**src/rtl/uart_pkg.sv**
```systemverilog
// Shared UART definitions: parity modes, transmitter FSM encoding and baud divider helper.
package uart_pkg;

    localparam int unsigned PAR_NONE = 0;
    localparam int unsigned PAR_EVEN = 1;
    localparam int unsigned PAR_ODD  = 2;

    typedef enum logic [2:0] {
        ST_IDLE,
        ST_START,
        ST_DATA,
        ST_PARITY,
        ST_STOP
    } tx_state_e;

    // Clock cycles per serial bit, rounded to nearest.
    function automatic int unsigned calc_clk_cy_per_bit(input int unsigned clk_hz,
                                                        input int unsigned baud);
        return (clk_hz + baud / 2) / baud;
    endfunction

endpackage

```
**src/rtl/uart_tx_fifo.sv**
```systemverilog
// Synchronous FIFO with registered full/empty/count; writes while full are ignored.
module uart_tx_fifo #(
    parameter int unsigned WIDTH = 8,
    parameter int unsigned DEPTH = 4
) (
    input  logic                   clk_i,
    input  logic                   rst_ni,
    input  logic                   wr_en_i,
    input  logic [WIDTH-1:0]       wr_data_i,
    input  logic                   rd_en_i,
    output logic [WIDTH-1:0]       rd_data_o,
    output logic                   full_o,
    output logic                   empty_o,
    output logic [$clog2(DEPTH):0] count_o
);

    localparam int unsigned AW = $clog2(DEPTH);
    localparam int unsigned CW = AW + 1;

    logic [WIDTH-1:0] mem_q [DEPTH];
    logic [AW-1:0]    wr_ptr_q;
    logic [AW-1:0]    rd_ptr_q;
    logic [CW-1:0]    count_q;
    logic [CW-1:0]    count_d;
    logic             full_q;
    logic             empty_q;
    logic             wr_c;
    logic             rd_c;

    // A write is refused on full even when a pop happens in the same cycle.
    assign wr_c    = wr_en_i && !full_q;
    assign rd_c    = rd_en_i && !empty_q;
    assign count_d = count_q + CW'(wr_c) - CW'(rd_c);

    always_ff @(posedge clk_i or negedge rst_ni) begin
        if (!rst_ni) begin
            wr_ptr_q <= '0;
            rd_ptr_q <= '0;
            count_q  <= '0;
            full_q   <= 1'b0;
            empty_q  <= 1'b1;
        end else begin
            if (wr_c) wr_ptr_q <= wr_ptr_q + AW'(1);
            if (rd_c) rd_ptr_q <= rd_ptr_q + AW'(1);
            count_q <= count_d;
            full_q  <= (count_d == CW'(DEPTH));
            empty_q <= (count_d == '0);
        end
    end

    always_ff @(posedge clk_i) begin
        if (wr_c) mem_q[wr_ptr_q] <= wr_data_i;
    end

    assign rd_data_o = mem_q[rd_ptr_q];
    assign full_o    = full_q;
    assign empty_o   = empty_q;
    assign count_o   = count_q;

endmodule

```
**src/rtl/uart_tx_cfg.sv**
```systemverilog
// Parametrised UART transmitter fed by an internal FIFO; frames run back to back while words are queued.
module uart_tx_cfg
    import uart_pkg::*;
#(
    parameter int unsigned CLK_CY_PER_BIT = 87,
    parameter int unsigned DATA_BITS      = 8,
    parameter int unsigned PARITY_MODE    = 1,
    parameter int unsigned STOP_BITS      = 1,
    parameter int unsigned FIFO_DEPTH     = 4
) (
    input  logic                        i_clk,
    input  logic                        i_rst_n,
    input  logic                        i_Tx_Dv,
    input  logic [DATA_BITS-1:0]        i_Tx_Byte,
    output logic                        o_Tx_Ready,
    output logic                        o_Tx_Active,
    output logic                        o_Tx_Serial,
    output logic                        o_Tx_Done,
    output logic [$clog2(FIFO_DEPTH):0] o_Fifo_Count,
    output logic                        o_Overflow
);

    localparam int unsigned BW = $clog2(CLK_CY_PER_BIT);
    localparam int unsigned IW = $clog2(DATA_BITS);

    tx_state_e            state_q;
    logic [BW-1:0]        baud_q;
    logic [IW-1:0]        bit_idx_q;
    logic [DATA_BITS-1:0] shift_q;
    logic                 par_q;
    logic                 serial_q;
    logic                 active_q;
    logic                 done_q;
    logic                 ovf_q;

    logic                 fifo_full;
    logic                 fifo_empty;
    logic [DATA_BITS-1:0] fifo_rd_data;
    logic                 pop_c;
    logic                 bit_end_c;
    logic                 last_stop_c;
    logic                 frame_end_c;
    logic                 done_c;

    uart_tx_fifo #(
        .WIDTH (DATA_BITS),
        .DEPTH (FIFO_DEPTH)
    ) u_fifo (
        .clk_i     (i_clk),
        .rst_ni    (i_rst_n),
        .wr_en_i   (i_Tx_Dv),
        .wr_data_i (i_Tx_Byte),
        .rd_en_i   (pop_c),
        .rd_data_o (fifo_rd_data),
        .full_o    (fifo_full),
        .empty_o   (fifo_empty),
        .count_o   (o_Fifo_Count)
    );

    // Done is registered one cycle early so it is high during the last stop-bit cycle.
    assign bit_end_c   = (baud_q == BW'(CLK_CY_PER_BIT - 1));
    assign last_stop_c = (state_q == ST_STOP) && (bit_idx_q == IW'(STOP_BITS - 1));
    assign frame_end_c = last_stop_c && bit_end_c;
    assign done_c      = last_stop_c && (baud_q == BW'(CLK_CY_PER_BIT - 2));
    assign pop_c       = !fifo_empty && ((state_q == ST_IDLE) || frame_end_c);

    always_ff @(posedge i_clk or negedge i_rst_n) begin
        if (!i_rst_n) begin
            state_q   <= ST_IDLE;
            baud_q    <= '0;
            bit_idx_q <= '0;
            shift_q   <= '0;
            par_q     <= 1'b0;
            serial_q  <= 1'b1;
            active_q  <= 1'b0;
            done_q    <= 1'b0;
            ovf_q     <= 1'b0;
        end else begin
            done_q <= done_c;
            ovf_q  <= i_Tx_Dv && fifo_full;
            baud_q <= bit_end_c ? '0 : baud_q + BW'(1);
            if (pop_c) begin
                state_q  <= ST_START;
                baud_q   <= '0;
                shift_q  <= fifo_rd_data;
                par_q    <= (PARITY_MODE == PAR_ODD) ? ~^fifo_rd_data : ^fifo_rd_data;
                serial_q <= 1'b0;
                active_q <= 1'b1;
            end else begin
                unique case (state_q)
                    ST_IDLE: baud_q <= '0;
                    ST_START: begin
                        if (bit_end_c) begin
                            state_q   <= ST_DATA;
                            bit_idx_q <= '0;
                            serial_q  <= shift_q[0];
                            shift_q   <= shift_q >> 1;
                        end
                    end
                    ST_DATA: begin
                        if (bit_end_c) begin
                            if (bit_idx_q == IW'(DATA_BITS - 1)) begin
                                bit_idx_q <= '0;
                                if (PARITY_MODE != PAR_NONE) begin
                                    state_q  <= ST_PARITY;
                                    serial_q <= par_q;
                                end else begin
                                    state_q  <= ST_STOP;
                                    serial_q <= 1'b1;
                                end
                            end else begin
                                bit_idx_q <= bit_idx_q + IW'(1);
                                serial_q  <= shift_q[0];
                                shift_q   <= shift_q >> 1;
                            end
                        end
                    end
                    ST_PARITY: begin
                        if (bit_end_c) begin
                            state_q  <= ST_STOP;
                            serial_q <= 1'b1;
                        end
                    end
                    ST_STOP: begin
                        if (frame_end_c) begin
                            state_q   <= ST_IDLE;
                            active_q  <= 1'b0;
                            bit_idx_q <= '0;
                        end else if (bit_end_c) begin
                            bit_idx_q <= bit_idx_q + IW'(1);
                        end
                    end
                    default: state_q <= ST_IDLE;
                endcase
            end
        end
    end

    assign o_Tx_Ready  = ~fifo_full;
    assign o_Tx_Active = active_q;
    assign o_Tx_Serial = serial_q;
    assign o_Tx_Done   = done_q;
    assign o_Overflow  = ovf_q;

endmodule

```
**config.mk**
```make
export PLATFORM = sky130hd
export DESIGN_NAME = uart_tx_cfg
export DESIGN_NICKNAME = d
export VERILOG_FILES = /design/src/rtl/uart_pkg.sv /design/src/rtl/uart_tx_fifo.sv /design/src/rtl/uart_tx_cfg.sv
export SDC_FILE = /design/constraint.sdc
export NUM_CORES = 1
export LEC_CHECK = 0
export CORE_MARGIN = 5
export CORE_UTILIZATION = 53
export CTS_CLUSTER_DIAMETER = 120
export DETAILED_ROUTE_END_ITERATION = 8
export PLACE_DENSITY_LB_ADDON = 0.3
export SLEW_MARGIN = 20
export SYNTH_ARGS = -nofsm -noshare
export SYNTH_HDL_FRONTEND = slang
export SYNTH_SLANG_ARGS = --single-unit
```
**constraint.sdc**
```tcl
create_clock -name i_clk -period 3.5 [get_ports i_clk]
set_clock_uncertainty 0.2 [all_clocks]
set_input_delay 0.35 -clock i_clk [delete_from_list [all_inputs] [get_ports i_clk]]
set_output_delay 0.35 -clock i_clk [all_outputs]
set_load 0.05 [all_outputs]
```
==> summary.txt, run 1 <==
Status
  – Status: finished, final reports clean

Synth
  – Mapped Nets: 242
  – FFs w/ async S/R, synth: 0.522
  – Mapped Area: between 0.003 and 0.004 sq mm
  – Post-Synth Simple-Gate Area: 0.0962
  – Syn Area/Cell: 14.1 sq um
  – Yosys warning total: 0
  – EDFF count, synth: 32
  – Post-synth top flop: dfrtp_1
  – Synthesized flop and latch total: 67
  – Largest family of logic cells by synthesized area: multiplexers
  – Synth unique cells: 46
  – Post-Synth XOR/XNOR Area: 0.0571
  – Synthesized instance count: roughly 220
  – Compound-Gate Fraction of Synth Area: 0.0461
  – Synth Area in Adders: 0.0555
  – Post-synthesis sequential area ratio: 0.600
  – Post-synthesis mux area share: 0.107

Clock network
  – Cts bufs inserted: 9
  – CTS tree: yes
  – CTS root buffer: clkbuf_8
  – Clk buf depth: 2
  – Worst-Skew Late Latency: 340 ps
  – Clock Pin Slew Worst Setup and Hold Paths: 80 ps
  – Clock sinks: 67
  – Number of H-tree levels: 3

Critical path
  – Slowest stage delay, CP: 420 ps
  – Critical R2R Capture: u_fifo.full_o$_DFF_PN0_
  – Critical Path, Cell by Cell: or3b_4 > or3b_4 > o32ai_2 > and2b_1 > ha_1 > inv_1 > ha_1 > inv_1 > fa_1 > xnor2_1 > xnor2_1 > nor3b_2
  – Reg2Reg Launch Point: state_q[0]$_DFFE_PN0P_
  – Worst Reg-to-Reg Cells: 12
  – Element type at the critical path end: register
  – Crit path DAT: 3460 ps
  – Flop-to-flop setup slack: 100 ps
  – Required @ worst endpoint: around 3600 ps
  – Critical path class: register to register
  – Slowest cell on crit path: or3b_4
  – Critical-path maximum fanout: 4
  – Startpoint Class: register

Layout
  – Commonest non-fill, non-tap cell in the layout: dfrtp_1
  – Area of the multi-input gates: 0.00112 sq mm
  – Layout cell share with drive strength beyond 1: 0.203
  – Final core occ: 0.635
  – FF+latch area: 0.00184 sq mm
  – Design area: between 0.003 and 0.004 sq mm
  – # fillers: about 420
  – Area grow syn2layout: 15.4%
  – Nets: 270
  – Antenna cells: 0
  – Commonest non-fill, non-tap cells in the layout: 33 x dfrtp_1, 32 x edfxtp_1, 17 x clkdlybuf4s50_1, 16 x xnor2_1, 15 x inv_1

Placed design
  – I/O Buffers: 18
  – Placed Area: 0.00332 sq mm
  – Gp weighted congestion: 0.786
  – Pre-CTS setup slack: 200 ps
  – Final HPWL DP: 3490 microns

Drt
  – DR vias: 1,728
  – Iter 0 DRT Violations: 72
  – DRC viols: 0
  – DR vias/cell: 5.35
  – Routed length per instance: 15.5 microns
  – WL final: 5000 microns
  – DRT Pass-1 Iters: 4
  – Antenna viol nets, final: 0

Power and ir drop
  – Peak supply drop: 0.000618 V
  – Overall power: roughly 2.8 mW
  – Lkg Pwr: ~1.4 nW
  – Power density over the cells: 799 mW/mm^2

GRT
  – Largest net degree at the start of global routing: 24
  – Vias in the first global route: about 1,800
  – Tot GR Track Use: 0.154
  – Overflow after GRT: 0
  – Antenna violations before repair: 0
  – First-pass GRT wire length: 8630 microns

Timing
  – Worst slew pin tran: 831 ps
  – Hold Vio Cnt, Final: 0
  – F_max: 294 MHz
  – Worst Setup Slack, final: 103 ps
  – Worst rel slew slack: 0.441
  – Final setup fails: 0
  – Min Tclk post-route: 3400 ps
  – Period utilization: 0.970
  – Max-slew violation count: 0

Die
  – Die Ht: 86.1 microns
  – IO Pins: 19
  – Initial Util: 0.550
  – Die X: 86.1 microns
  – Die area: 0.00741 sq mm
  – Rows: 27
  – Core area: 0.00557 sq mm

Run
  – Total of max-cap violations: 0

Worst hold path
  – Min-delay worst type: register to register
  – Hold endpoint: o_Tx_Serial$_DFFE_PN1P_
  – Hold depth: 2
  – Min-delay src: o_Tx_Serial$_DFFE_PN1P_
## area by class of cell
cell class,instances,area share
multi-input cells,127,0.315
well taps,72,0.0255
clock inverters,7,0.0216
repair buffers,26,0.0672
flip-flops and latches,67,0.520
inverters,15,0.0159
clock buffers,9,0.0350
## worst max-delay path, delay by kind of cell (launching register included)
family	cells	cell delay [ps]
compound gates	1	190
buf+inv	2	130
simple gates	4	1250
flops	1	400
xor+xnor	2	380
fa+ha+maj	3	760
## worst max path at each step
stage,start,endpoint,slack [ps]
after floorplan,state_q[1]$_DFFE_PN0P_,u_fifo.full_o$_DFF_PN0_,70
after global placement,state_q[0]$_DFFE_PN0P_,u_fifo.full_o$_DFF_PN0_,310
after detailed placement,state_q[0]$_DFFE_PN0P_,u_fifo.full_o$_DFF_PN0_,200
after CTS,state_q[0]$_DFFE_PN0P_,u_fifo.full_o$_DFF_PN0_,100
after global routing,state_q[0]$_DFFE_PN0P_,u_fifo.full_o$_DFF_PN0_,-20
final,state_q[0]$_DFFE_PN0P_,u_fifo.full_o$_DFF_PN0_,100
## through the flow
step                std cells  hold WS [ps]  TNS, ps
finish                    323           285        0
global route              323           332    -18.6
CTS                       321           291        0
detailed placement        305           280        0
global placement          305           270        0
floorplan                 218          -146        0
## synthesized netlist by cell type, drive strengths merged, types with 2 or more instances
library cell,n,area share
nand3b,2,0.0049
edfxtp,32,0.31
clkbuf,5,0.0061
a21oi,6,0.0098
mux2,12,0.045
nor2,13,0.016
nand3,3,0.0065
nor3b,3,0.0073
nor4,2,0.0041
buf,4,0.014
inv,15,0.018
and2,5,0.010
o21ai,8,0.013
dfstp,2,0.017
xor2,4,0.011
nand2b,3,0.0061
nand2,7,0.0086
mux4,8,0.059
nor3,3,0.0049
and3,2,0.0041
or3b,2,0.0073
dfrtp,33,0.27
ha,12,0.049
xnor2,16,0.046
## where the power goes
group	total [mW]	internal, mW	leakage (nW)	switching (mW)
combinational	0.979	0.505	0.577	0.474
clock	0.637	0.332	0.0958	0.305
sequential	1.21	1.05	0.722	0.165
## sequential cells by signal, indices dropped and copies added (netlist names), 2 cells and up
register	count
bit_idx_q	3
u_fifo.count_o	3
u_fifo.rd_ptr_q	2
u_fifo.mem_q	32
state_q	3
baud_q	7
u_fifo.wr_ptr_q	2
shift_q	8
## logic make-up after synthesis
group	Yosys count
adders and majority gates	13
DFF	67
buffers and inverters	24
and+or+nand+nor	51
muxes	21
AOI/OAI and AO/OA	22
xor gates and xnor gates	20
## routing by layer
metal  GRT usage  wire length [microns]  vias up  part of all wire
li1            -                      -      835                 -
met1       0.205                   2320      852              0.46
met2       0.231                   2370       32              0.47
met3      0.0423                    192        9             0.038
met4      0.0763                    114        0             0.023
met5           0                      0        -                 0
## repair_timing
action,in CTS,in global routing
buffers inserted,0,1
hold buffers,0,1
endpoints found under the setup margin,0,1
hold endpoints to repair,0,19
gates resized for setup,0,1
Power figures use the tool's default switching activity.
==> run 2: changes to the inputs <==
CORE_UTILIZATION = 40   (was 53)
==> run 2 against run 1 <==
Net effect: final area rose by 0.95%; via count is 3.9% lower; cell count grew 8.4%; highest routed layer unchanged; hold slack got worse by 69 ps; worst setup slack improved by 150 ps; die area increased by 28%; maximum frequency grew 4.5%; first-iteration DRC count is 39% lower; sequential cell count did not move; power rose by 0.60%; clock-buffer cell count stayed put; critical path type unchanged.
==> summary.txt, run 2 (synthesized netlist as in run 1, its figures left out) <==
Status
  – Status: finished, final reports clean

Die
  – Die X: 97.6 microns (+13%)
  – Core area: 0.00761 sq mm (+36%)
  – Initial Util: 0.403 (-0.147)
  – IO Pins: 19 (unchanged)
  – Die area: 0.00952 sq mm (+28%)
  – Rows: 32 (+19%)
  – Die Ht: 97.6 microns (+13%)

Power and ir drop
  – Lkg Pwr: 1.39 nW (-0.60%)
  – Power density over the cells: 797 mW/mm^2 (-0.36%)
  – Peak supply drop: 0.000318 V (-49%)

Critical path
  – Critical R2R Capture: u_fifo.full_o$_DFF_PN0_
  – Element type at the critical path end: register
  – Crit path launch: state_q[0]$_DFFE_PN0P_
  – Critical path capture point: u_fifo.full_o$_DFF_PN0_
  – Critical-path maximum fanout: 4 (unchanged)
  – Startpoint Class: register
  – Critical path class: register to register
  – Crit path DAT: 3310 ps (-150 ps)
  – Flop-to-flop setup slack: 250 ps (+150 ps)
  – Worst Reg-to-Reg Cells: 12 (unchanged)
  – Required @ worst endpoint: 3570 ps (about the same)
  – Reg2Reg Launch Point: state_q[0]$_DFFE_PN0P_

Placed design
  – Gp weighted congestion: 0.772 (-1.8%)
  – Final HPWL DP: 3450 microns (-1.2%)
  – I/O Buffers: 18 (unchanged)
  – Pre-CTS setup slack: 213 ps (+13.1 ps)

Layout
  – Top flop regs: u_fifo.mem_q: 32 flops, shift_q: 8 flops, baud_q: 7 flops
  – Area of the multi-input gates: 0.00112 sq mm (unchanged)
  – FF+latch area: 0.00184 sq mm (unchanged)
  – Reg with most FFs: u_fifo.mem_q
  – Area grow syn2layout: 16.5%
  – # fillers: 708 (+70%)
  – Commonest non-fill, non-tap cell in the layout: dfrtp_1
  – Layout cell share with drive strength beyond 1: 0.194 (-0.00964)
  – Nets: 267 (-1.1%)
  – Max reg flops: 32 (unchanged)
  – Antenna cells: 0 (unchanged)
  – Commonest non-fill, non-tap cells in the layout: 33 x dfrtp_1, 32 x edfxtp_1, 18 x clkdlybuf4s50_1, 16 x xnor2_1, 15 x inv_1

GRT
  – Antenna violations before repair: 0 (unchanged)
  – Overflow after GRT: 0 (unchanged)
  – Largest net degree at the start of global routing: 36 (+50%)
  – Vias in the first global route: 1,779 (-1.3%)
  – First-pass GRT wire length: 8690 microns (+0.65%)
  – Tot GR Track Use: 0.117 (-0.0368)

Clock network
  – CTS tree: yes
  – Clk buf depth: 2 (unchanged)
  – Clock sinks: 67 (unchanged)
  – Number of H-tree levels: 3 (unchanged)
  – Post-CTS Setup Inserts: 0 (unchanged)
  – Clock Pin Slew Worst Setup and Hold Paths: 80 ps (about the same)
  – Cts bufs inserted: 9 (unchanged)
  – CTS root buffer: clkbuf_8
  – Worst-Skew Late Latency: 350 ps (about the same)
  – PostCTS Resize Cnt: 0 (unchanged)
  – # hold bufs at CTS: 0 (unchanged)

Timing
  – Max-slew violation count: 0 (unchanged)
  – Smallest hold slack: 216 ps (-69.2 ps)
  – Min Tclk post-route: 3250 ps (-147 ps)
  – Period utilization: 0.928 (-0.0421)
  – Hold Vio Cnt, Final: 0 (unchanged)
  – Final setup fails: 0 (unchanged)
  – Worst Setup Slack, final: 251 ps (+147 ps)
  – RSZ-0062 raised after global routing: no
  – F_max: 308 MHz (+4.5%)
  – Setup TNS: 0 ps (unchanged)
  – Worst rel slew slack: 0.435 (-0.00666)
  – Worst slew pin tran: 841 ps (+9.90 ps)

Drt
  – Routed length per instance: 14.0 microns (-9.4%)
  – Antenna viol nets, final: 0 (unchanged)
  – DR vias/cell: 4.75 (-11%)
  – DR vias: 1,661 (-3.9%)
  – DRC viols: 0 (unchanged)
  – DRT Pass-1 Iters: 4 (unchanged)
  – WL final: 4910 microns (-1.9%)
  – Iter 0 DRT Violations: 44 (-39%)

Worst hold path
  – Min-delay worst type: primary input to asynchronous set/reset pin

Run
  – Total of max-cap violations: 0 (unchanged)
run 2: power by group:
part / leakage, nW / internal [mW] / switching [mW]
combinational: 0.563 / 0.480 / 0.457
clock: 0.101 / 0.398 / 0.298
sequential: 0.722 / 1.05 / 0.165
total: 1.39 / 1.93 / 0.920
run 2: stage by stage:
step / area (sq um) / total power [mW] / instances / utilization
3_5_place_dp: 3350 / 2.18 / 334 / 0.441
4_1_cts: 3570 / 2.88 / 350 / 0.469
6_report: 3570 / 2.85 / 350 / 0.470
3_3_place_gp: 3350 / 2.15 / 334 / 0.441
2_1_floorplan: 3070 / 1.95 / 218 / -
5_1_grt: 3570 / 3.03 / 350 / 0.470
run 2: how the worst min path moves through the flow:
| stage | start | endpoint | slack [ps] | cells after the start |
|---|---|---|---|---|
| floorplan | i_rst_n | baud_q[0]$_DFF_PN0_ | -150 | 0 |
| global placement | o_Tx_Serial$_DFFE_PN1P_ | o_Tx_Serial$_DFFE_PN1P_ | 270 | 2 |
| detailed placement | o_Tx_Serial$_DFFE_PN1P_ | o_Tx_Serial$_DFFE_PN1P_ | 280 | 2 |
| CTS | i_rst_n | baud_q[0]$_DFF_PN0_ | 220 | 2 |
| global route | i_rst_n | baud_q[0]$_DFF_PN0_ | 260 | 2 |
| finish | i_rst_n | baud_q[1]$_DFF_PN0_ | 220 | 2 |
run 2: critical path: stages, from the launching register on:
cell and delay [ps]:
dfrtp_1 380, or3b_4 420, or3b_4 420, o32ai_2 170, and2b_1 190, ha_1 220, inv_1 50, ha_1 130
inv_1 50, fa_1 370, xnor2_1 150, xnor2_1 230, nor3b_2 190
run 2: metal layers:
metal / wire length [microns] / up-vias / global-route usage
li1: - / 821 / -
met1: 2260 / 810 / 0.146
met2: 2400 / 23 / 0.185
met3: 147 / 7 / 0.0366
met4: 103 / 0 / 0.0543
met5: 0 / - / 0
run 2: area by class of cell:
class / count / area share
inverter: 15 / 0.0158
sequential: 67 / 0.515
multi-input combinational: 127 / 0.312
timing repair buffer: 23 / 0.0609
clock buffer: 9 / 0.0347
tap: 102 / 0.0357
clock inverter: 7 / 0.0259
